## src/rtl/hh_gate_scheduler_pkg.sv

```systemverilog
// Shared definitions for the Hodgkin-Huxley gate pipeline: Q-format widths,
// gate constants, gate-select encoding and scheduler state encoding.
package hh_pkg;

    // Gate words are unsigned Q1.15; the gate-update unit reuses these widths.
    localparam int Q_W    = 16;
    localparam int Q_FRAC = 15;

    // 1.0 in Q1.15 and the resting values of the three gates.
    localparam logic [Q_W-1:0] GATE_ONE = Q_W'(1) << Q_FRAC;
    localparam logic [Q_W-1:0] M_REST   = 16'h06C9;  // 0.053
    localparam logic [Q_W-1:0] H_REST   = 16'h4C4A;  // 0.596
    localparam logic [Q_W-1:0] N_REST   = 16'h28B4;  // 0.318

    // Gate-select encoding shared with the gate-update unit.
    localparam logic [1:0] GATE_M = 2'd0;
    localparam logic [1:0] GATE_H = 2'd1;
    localparam logic [1:0] GATE_N = 2'd2;

    // Scheduler states.
    typedef enum logic [1:0] {
        ST_IDLE  = 2'd0,
        ST_ISSUE = 2'd1,
        ST_WAIT  = 2'd2,
        ST_DONE  = 2'd3
    } sched_state_e;

endpackage

```

## src/rtl/hh_gate_scheduler.sv

```systemverilog
// Time-multiplexes one shared gate-update datapath over the m, h and n gates.
// A step latches the voltage, issues one request per gate, clamps each result
// into a shadow register, then publishes all three gates together in DONE.
//
// Handshakes: a request transfers on a clock edge where gu_req_valid and
// gu_req_ready are both high; while gu_req_valid is high, gu_sel, gu_x and
// gu_v are held stable. A step is accepted on an edge where step_valid and
// step_ready are both high. gu_resp_valid has no ready; it is consumed only
// in WAIT and ignored in every other state.
module hh_gate_scheduler
    import hh_pkg::*;
#(
    parameter int WIDTH    = 16,
    parameter int MAX_WAIT = 15
) (
    input  logic             clk,
    input  logic             reset,
    input  logic             step_valid,
    output logic             step_ready,
    input  logic [WIDTH-1:0] v_in,
    output logic             gu_req_valid,
    input  logic             gu_req_ready,
    output logic [1:0]       gu_sel,
    output logic [WIDTH-1:0] gu_v,
    output logic [WIDTH-1:0] gu_x,
    input  logic             gu_resp_valid,
    input  logic [WIDTH-1:0] gu_resp_x,
    output logic [WIDTH-1:0] m_out,
    output logic [WIDTH-1:0] h_out,
    output logic [WIDTH-1:0] n_out,
    output logic             step_done,
    output logic             timeout_err
);

    localparam int CNT_W = $clog2(MAX_WAIT + 1);
    localparam logic [WIDTH-1:0] ONE_W = WIDTH'(GATE_ONE);
    localparam logic [CNT_W-1:0] LAST_WAIT = CNT_W'(MAX_WAIT - 1);

    sched_state_e     state_q, state_d;
    logic [1:0]       idx_q, idx_d;
    logic [CNT_W-1:0] wait_cnt_q, wait_cnt_d;
    logic [WIDTH-1:0] v_q, v_d;
    logic [WIDTH-1:0] shadow_q [3];
    logic [WIDTH-1:0] shadow_d [3];
    logic [WIDTH-1:0] out_q [3];
    logic [WIDTH-1:0] out_d [3];
    logic             timeout_q, timeout_d;

    logic [WIDTH-1:0] resp_clamped;
    logic [WIDTH-1:0] sel_x;
    logic             gate_finished;

    // Clamp the raw response into [0, 1.0]. Euler-step results are read as
    // lying in [-0.5, 1.5): top bits 11 is an undershoot below zero, while
    // 0x8001..0xBFFF is an overshoot above 1.0.
    always_comb begin
        resp_clamped = gu_resp_x;
        if (gu_resp_x[WIDTH-1 -: 2] == 2'b11) begin
            resp_clamped = '0;
        end else if (gu_resp_x > ONE_W) begin
            resp_clamped = ONE_W;
        end
    end

    // Select the shadow value of the gate currently being serviced.
    always_comb begin
        sel_x = shadow_q[0];
        case (idx_q)
            GATE_H:  sel_x = shadow_q[1];
            GATE_N:  sel_x = shadow_q[2];
            default: sel_x = shadow_q[0];
        endcase
    end

    // Next-state logic: step sequencing, shadow updates, timeout and publish.
    always_comb begin
        state_d       = state_q;
        idx_d         = idx_q;
        wait_cnt_d    = wait_cnt_q;
        v_d           = v_q;
        shadow_d      = shadow_q;
        out_d         = out_q;
        timeout_d     = timeout_q;
        gate_finished = 1'b0;

        case (state_q)
            ST_IDLE: begin
                if (step_valid) begin
                    v_d     = v_in;
                    idx_d   = GATE_M;
                    state_d = ST_ISSUE;
                end
            end
            ST_ISSUE: begin
                if (gu_req_ready) begin
                    wait_cnt_d = '0;
                    state_d    = ST_WAIT;
                end
            end
            ST_WAIT: begin
                wait_cnt_d = wait_cnt_q + 1'b1;
                // A response in the last allowed cycle still wins over timeout.
                if (gu_resp_valid) begin
                    for (int i = 0; i < 3; i++) begin
                        if (idx_q == 2'(i)) begin
                            shadow_d[i] = resp_clamped;
                        end
                    end
                    gate_finished = 1'b1;
                end else if (wait_cnt_q == LAST_WAIT) begin
                    timeout_d     = 1'b1;
                    gate_finished = 1'b1;
                end
                if (gate_finished) begin
                    if (idx_q == GATE_N) begin
                        // Outputs load on entry to DONE so all three gates
                        // come from the same step.
                        out_d   = shadow_d;
                        state_d = ST_DONE;
                    end else begin
                        idx_d   = idx_q + 2'd1;
                        state_d = ST_ISSUE;
                    end
                end
            end
            ST_DONE: begin
                state_d = ST_IDLE;
            end
            default: begin
                state_d = ST_IDLE;
            end
        endcase
    end

    // State and datapath registers with synchronous reset to rest values.
    always_ff @(posedge clk) begin
        if (reset) begin
            state_q     <= ST_IDLE;
            idx_q       <= GATE_M;
            wait_cnt_q  <= '0;
            v_q         <= '0;
            shadow_q[0] <= WIDTH'(M_REST);
            shadow_q[1] <= WIDTH'(H_REST);
            shadow_q[2] <= WIDTH'(N_REST);
            out_q[0]    <= WIDTH'(M_REST);
            out_q[1]    <= WIDTH'(H_REST);
            out_q[2]    <= WIDTH'(N_REST);
            timeout_q   <= 1'b0;
        end else begin
            state_q    <= state_d;
            idx_q      <= idx_d;
            wait_cnt_q <= wait_cnt_d;
            v_q        <= v_d;
            shadow_q   <= shadow_d;
            out_q      <= out_d;
            timeout_q  <= timeout_d;
        end
    end

    // All outputs are decoded from registers only.
    assign step_ready   = (state_q == ST_IDLE);
    assign gu_req_valid = (state_q == ST_ISSUE);
    assign step_done    = (state_q == ST_DONE);
    assign gu_sel       = idx_q;
    assign gu_v         = v_q;
    assign gu_x         = sel_x;
    assign m_out        = out_q[0];
    assign h_out        = out_q[1];
    assign n_out        = out_q[2];
    assign timeout_err  = timeout_q;

endmodule

```

## config.mk

```make
export PLATFORM = sky130hd
export DESIGN_NAME = hh_gate_scheduler
export DESIGN_NICKNAME = d
export VERILOG_FILES = /design/src/rtl/hh_gate_scheduler_pkg.sv /design/src/rtl/hh_gate_scheduler.sv
export SDC_FILE = /design/constraint.sdc
export NUM_CORES = 1
export LEC_CHECK = 0
export BUFFER_PORTS_ARGS = -buffer_cell sky130_fd_sc_hd__buf_2
export CELL_PAD_IN_SITES_DETAIL_PLACEMENT = 1
export CELL_PAD_IN_SITES_GLOBAL_PLACEMENT = 2
export CORE_MARGIN = 3
export CORE_UTILIZATION = 29
export DETAILED_ROUTE_END_ITERATION = 16
export PLACE_DENSITY_LB_ADDON = 0.1
export REMOVE_ABC_BUFFERS = 1
export SLEW_MARGIN = 20
export SYNTH_ARGS = -nofsm -noshare
export SYNTH_HDL_FRONTEND = slang
export SYNTH_SLANG_ARGS = --single-unit
```

## constraint.sdc

```tcl
create_clock -name clk -period 1.85 [get_ports clk]
set_clock_uncertainty 0.2 [all_clocks]
set_input_delay 0.185 -clock clk [delete_from_list [all_inputs] [get_ports clk]]
set_output_delay 0.185 -clock clk [all_outputs]
set_load 0.05 [all_outputs]
```

* Word level (Yosys, flattened, before mapping) *
Cells that the tools add are included.

word-level totals
  input bits = 37
  register bits after elaboration = 121
  output and inout bits = 86
  logic and storage cells = 57

operators by class
  equality and inequality tests = 11
  bitwise logic cells = 1
  $lt $le $gt $ge = 1
  muxes and demuxes = 21
  reductions and logical operators = 10
  add/sub/neg operators = 2

operator list
  operator              number
  $mux 16               5
  $mux 48               1
  $pmux 16 s2           1
  $gt 16x16->1 const B  1
  $mux 2                7
  $reduce_and 3->1      3
  $eq 2x2->1 const B    4
  $pmux 2 s4            1
  $pmux 4 s2            1
  $ne 2x2->1 const B    3
  $add 4x1->4 const B   1
  $eq 2x1->1 const B    2
  $eq 4x4->1 const B    1
  $logic_not 2->1       2
  $mux 4                1
  $pmux 2 s2            1
  $reduce_and 2->1      2
  $reduce_and 4->1      1
  $reduce_bool 2->1     2
  $mux 1                3
  $add 2x1->2 const B   1
  $ne 2x1->1 const B    1
  $not 1->1             1

* Longest topological paths before layout *
  word-level depth = 6
  mapped depth = 8
  gate-level depth less buffers = 5

* Least setup slack after synthesis *
OpenSTA, ideal clock, no wires.

  path type = register to output
  from = register idx_q[0] (netlist: gu_sel[0])
  to = output port gu_x[0]
  required time = 1465 ps
  path buffers = 2
  path slack = -921 ps
  cell stages (with the launch flop) = 7
  arrival = 2386 ps
  cell sequence = dfxtp_1 inv_1 ha_1 clkbuf_1 clkbuf_1 nor2_1 a21oi_1

on the way
  cells in the longest elaborated chain, start to end = 2
  elaborated cells between the ends (all ways) = 3
  those cells by class = 2 x eq/ne; 1 x mux

RTL lines
  item                                             line                      RTL
  start, declared                                  hh_gate_scheduler.sv:40   logic [1:0] idx_q, idx_d;
  start signal, assigned                           hh_gate_scheduler.sv:151  idx_q <= idx_d;
  $eq 2x2->1 / $eq 2x1->1 (equally long branches)  hh_gate_scheduler.sv:68   case (idx_q)
  $pmux 16 s2 (*)                                  hh_gate_scheduler.sv:68
  end, declared                                    hh_gate_scheduler.sv:25   output logic [WIDTH-1:0] gu_x,

Mark *: on every way between the ends. The rest lies on a longest branch, timed or not.

* Final worst setup path *
  from = register idx_q[0] (netlist: gu_sel[0])
  to = output port gu_x[9]

The elaborated chain is that of the path after synthesis.

==> impl_metrics.py <==
metrics = {
    "run_status": {
        "status": "complete, but fails checks",
        "violations": "negative setup slack",
    },
    "yosys": {
        "synth_fa_ha_area_frac": 0.0109,
        "synthCells": 662,
        "synth_edf_count": 0,
        "ys_seq_elements": 121,
        "synth_compound_area_frac": 0.236,
        "synth_top_family_by_area": "compound AO/OA/AOI/OAI gates",
        "syn_area_um2": 5730,
        "synth_cell_types": 47,
        "ys.warnings.count": 0,
        "synthXorXnorAreaFrac": 0.00153,
        "syn_avg_cell_area_um2": 8.66,
        "synth_ff_type": "dfxtp_1",
        "yosys-top-cells-area": "dfxtp_1 42%, mux2i_1 8.4%, a21oi_1 8.3%",
        "synth_top_area_frac": 0.423,
        "yosysTopAreaCell": "dfxtp_1",
        "ys_seq_area_frac": 0.423,
        "synth.area.mux_share": 0.0838,
        "synthSimpleGateAreaFrac": 0.179,
        "synthTopCellsByCount": "121 x dfxtp_1, 112 x nand2_1, 95 x a21oi_1",
        "synth-async-reset-ratio": 0,
        "synth_most_common_cell": "dfxtp_1",
    },
    "global_route": {
        "overflow": 0,
        "grt_start_max_net_pins": 54,
        "antenna_found_initial": 0,
        "grt_usage": 0.198,
        "grt_pass1_vias": 5893,
        "grt_pass1_wl_um": 33600,
    },
    "sta": {
        "post-route-period-util": 1.16,
        "fmax_mhz": 466,
        "rsz0062_at_grt": "true",
        "setup_viol": 37,
        "worst_pin_slew_ps": 567,
        "min_period_ps": 2150,
        "final_hold_viol_count": 0,
        "fin_ws_ps": -295,
        "slew_violations": 0,
        "timing.slew.headroom": 0.622,
    },
    "power": {
        "fin_total_pwr_mw": 6.92,
        "pwr-share-comb": 0.106,
        "clkPwrFrac": 0.509,
        "power.density_nw_per_um2": 792,
        "power_switching_mw": 1.76,
        "swShare": 0.254,
        "irDropWorstVdd_uv": 588,
        "p_leak_nw": 3.51,
        "internal_power_mw": 5.16,
        "power_frac_seq": 0.385,
    },
    "placed_design": {
        "place_inst": 1026,
        "dp_hpwl_um": 13500,
        "place.gp.congestion": 0.746,
        "port_buffers": 122,
    },
    "setup_path": {
        "arrival_ps": 1760,
        "required_ps": 1460,
        "start_kind": "flop",
        "cp_top_family": "buffers and inverters",
        "slowest_stage": "dfxtp_4",
        "worst_path_most_repeated_cell": "buf_6",
        "worstSetupPathType": "reg -> out",
        "worst-path-max-fanout": 5,
        "cp_cell_sequence": "inv_4, ha_4, buf_6, buf_16, a21oi_4, buf_6",
        "setup.worst_path.end_class": "output pin",
        "critPathMaxStageDelay_ps": 360,
        "critPathBufInv": 4,
    },
    "floorplan": {
        "die_h_um": 147,
        "core_um2": 19100,
        "die_w_um": 147,
        "num_rows": 50,
        "io_pins": 123,
        "initial_core_util": 0.300,
        "die_area_um2": 21500,
    },
    "layout": {
        "stdcell_count": 1108,
        "fillers": 2178,
        "drive_above_1_share": 0.386,
        "num-nets-final": 877,
        "antenna_cells": 0,
        "area_growth_pct": 52.4,
    },
    "detailed_routing": {
        "route.met2.wl_um": 11200,
        "top_layer": "met4",
        "drt_iter0_markers": 189,
        "met3_length_um": 658,
        "route.detailed.drc": 0,
        "wirelength_met1_um": 10100,
        "drt-total-wl_um": 22300,
        "viasPerCell": 5.11,
        "wl_per_cell_um": 20.1,
        "routed-via-count": 5663,
        "antenna_left": 0,
        "dr.pass1.iters": 4,
    },
    "clock_tree": {
        "cts_sinks": 121,
        "clockBufferDepth": 2,
        "h-tree-depth": 4,
        "cts_tree": "done",
        "cts_buffers": 17,
        "clk_pin_slew_ps": 60,
        "clk_latency_ps": 420,
        "cts-root-buf": "clkbuf_16",
    },
    "hold_path": {
        "hp-class": "in -> reg",
    },
    "job": {
        "maxCapViolations": 0,
    },
}
[metal layers]
| metal | up-vias | global-route usage |
|---|---|---|
| met5 | - | 0 |
| met4 | 0 | 0.0423 |
| met3 | 18 | 0.0400 |
| met2 | 98 | 0.348 |
| met1 | 2847 | 0.253 |
| li1 | 2700 | - |
[state kept, by name, summed over array words and instances, names as in the netlist]
register,flops
n_out,16
h_out,16
gu_sel,2
timeout_err,1
wait_cnt_q,4
gu_v,16
state_q,2
m_out,16
shadow_q,48
[power by group through the flow]
stage | Sequential, mW | Clock [mW] | Combinational, mW
2_1_floorplan | 2.81 | 0 | 0.242
3_3_place_gp | 2.72 | 0 | 0.606
3_5_place_dp | 2.72 | 0 | 0.617
4_1_cts | 2.66 | 3.60 | 0.728
5_1_grt | 2.67 | 3.73 | 0.782
6_report | 2.67 | 3.52 | 0.733
[worst register-to-register path, stage by stage, from the launching register on]
cell	delay, ps
dfxtp_4	360
buf_6	120
ha_4	190
clkbuf_16	180
buf_6	120
buf_6	110
nand4b_1	140
buf_6	160
buf_12	160
nand2_4	60
a21oi_2	130
[cells in the final DEF, fill, tap and decap left out, types with 3 or more instances in the layout]
master	n
ha_4	3
a211o_1	10
clkinv_2	3
buf_16	3
buf_4	32
nand2_1	101
and4b_1	3
a22oi_2	16
nor2b_1	18
clkinvlp_4	4
a21boi_0	19
a21oi_1	72
buf_8	5
dfxtp_1	117
mux2i_2	3
nor2_4	6
nand2_2	5
nor2_2	9
nand4b_1	4
a311oi_1	17
nor2_1	33
clkbuf_16	20
buf_6	28
nand3b_1	9
bufinv_16	3
mux2i_1	45
a21oi_4	11
buf_2	103
buf_12	18
dfxtp_4	3
nand2_4	9
dlygate4sd3_1	24
a211oi_2	9
a211oi_1	21
clkbuf_8	4
a21oi_2	12
nand2b_1	6
[area by class of cell]
class                           count  area (um2)  share of cell area
Clock buffer                       21         480              0.0550
Clock inverter                     11         144              0.0165
Inverter                            3        16.3             0.00186
Multi-Input combinational cell    476        3430               0.393
Sequential cell                   121        2430               0.279
Tap cell                          260         325              0.0372
Timing Repair Buffer              216        1900               0.218
[cells by family (layout without fill, tap and decap cells)]
kind of cell | Yosys count | in the layout
buffers and inverters | 67 | 251
adders and majority gates | 5 | 5
DFF | 121 | 121
muxes | 48 | 48
and+or+nand+nor | 218 | 220
xor gates and xnor gates | 1 | 1
AOI/OAI and AO/OA | 202 | 202
[path summary, 6_finish.rpt]
check | from | to | slack, ps | cells after the start
worst min-delay path | gu_resp_x[5] | shadow_q[21] | 30 | 4
worst max register to register | gu_sel[1] | shadow_q[9] | -150 | 10
worst max-delay path | gu_sel[0] | gu_x[9] | -300 | 6
worst min register to register | gu_v[3] | gu_v[3] | 250 | 2
[through the flow]
step                      instance area, um2  setup TNS [ps]  setup WS (ps)  utilization  hold slack, ps
after floorplan                         5360         -107060          -1260            -            49.6
after global placement                  6810            -128          -78.8        0.357             228
after detailed placement                6810            -466          -95.1        0.357             233
after CTS                               8340           -4510           -297        0.437            1.59
after global routing                    8740           -8910           -336        0.458            45.6
final                                   8740           -5990           -295        0.458            30.5
[timing repair]
item,CTS,global route
buffers inserted,10,10
resized for setup,126,66
endpoints found under the hold margin,35,0
setup endpoints to repair,38,57
pin swaps,11,36
hold buffers,24,0
gates cloned,5,4
No activity file was read; power rests on OpenSTA's default activity.
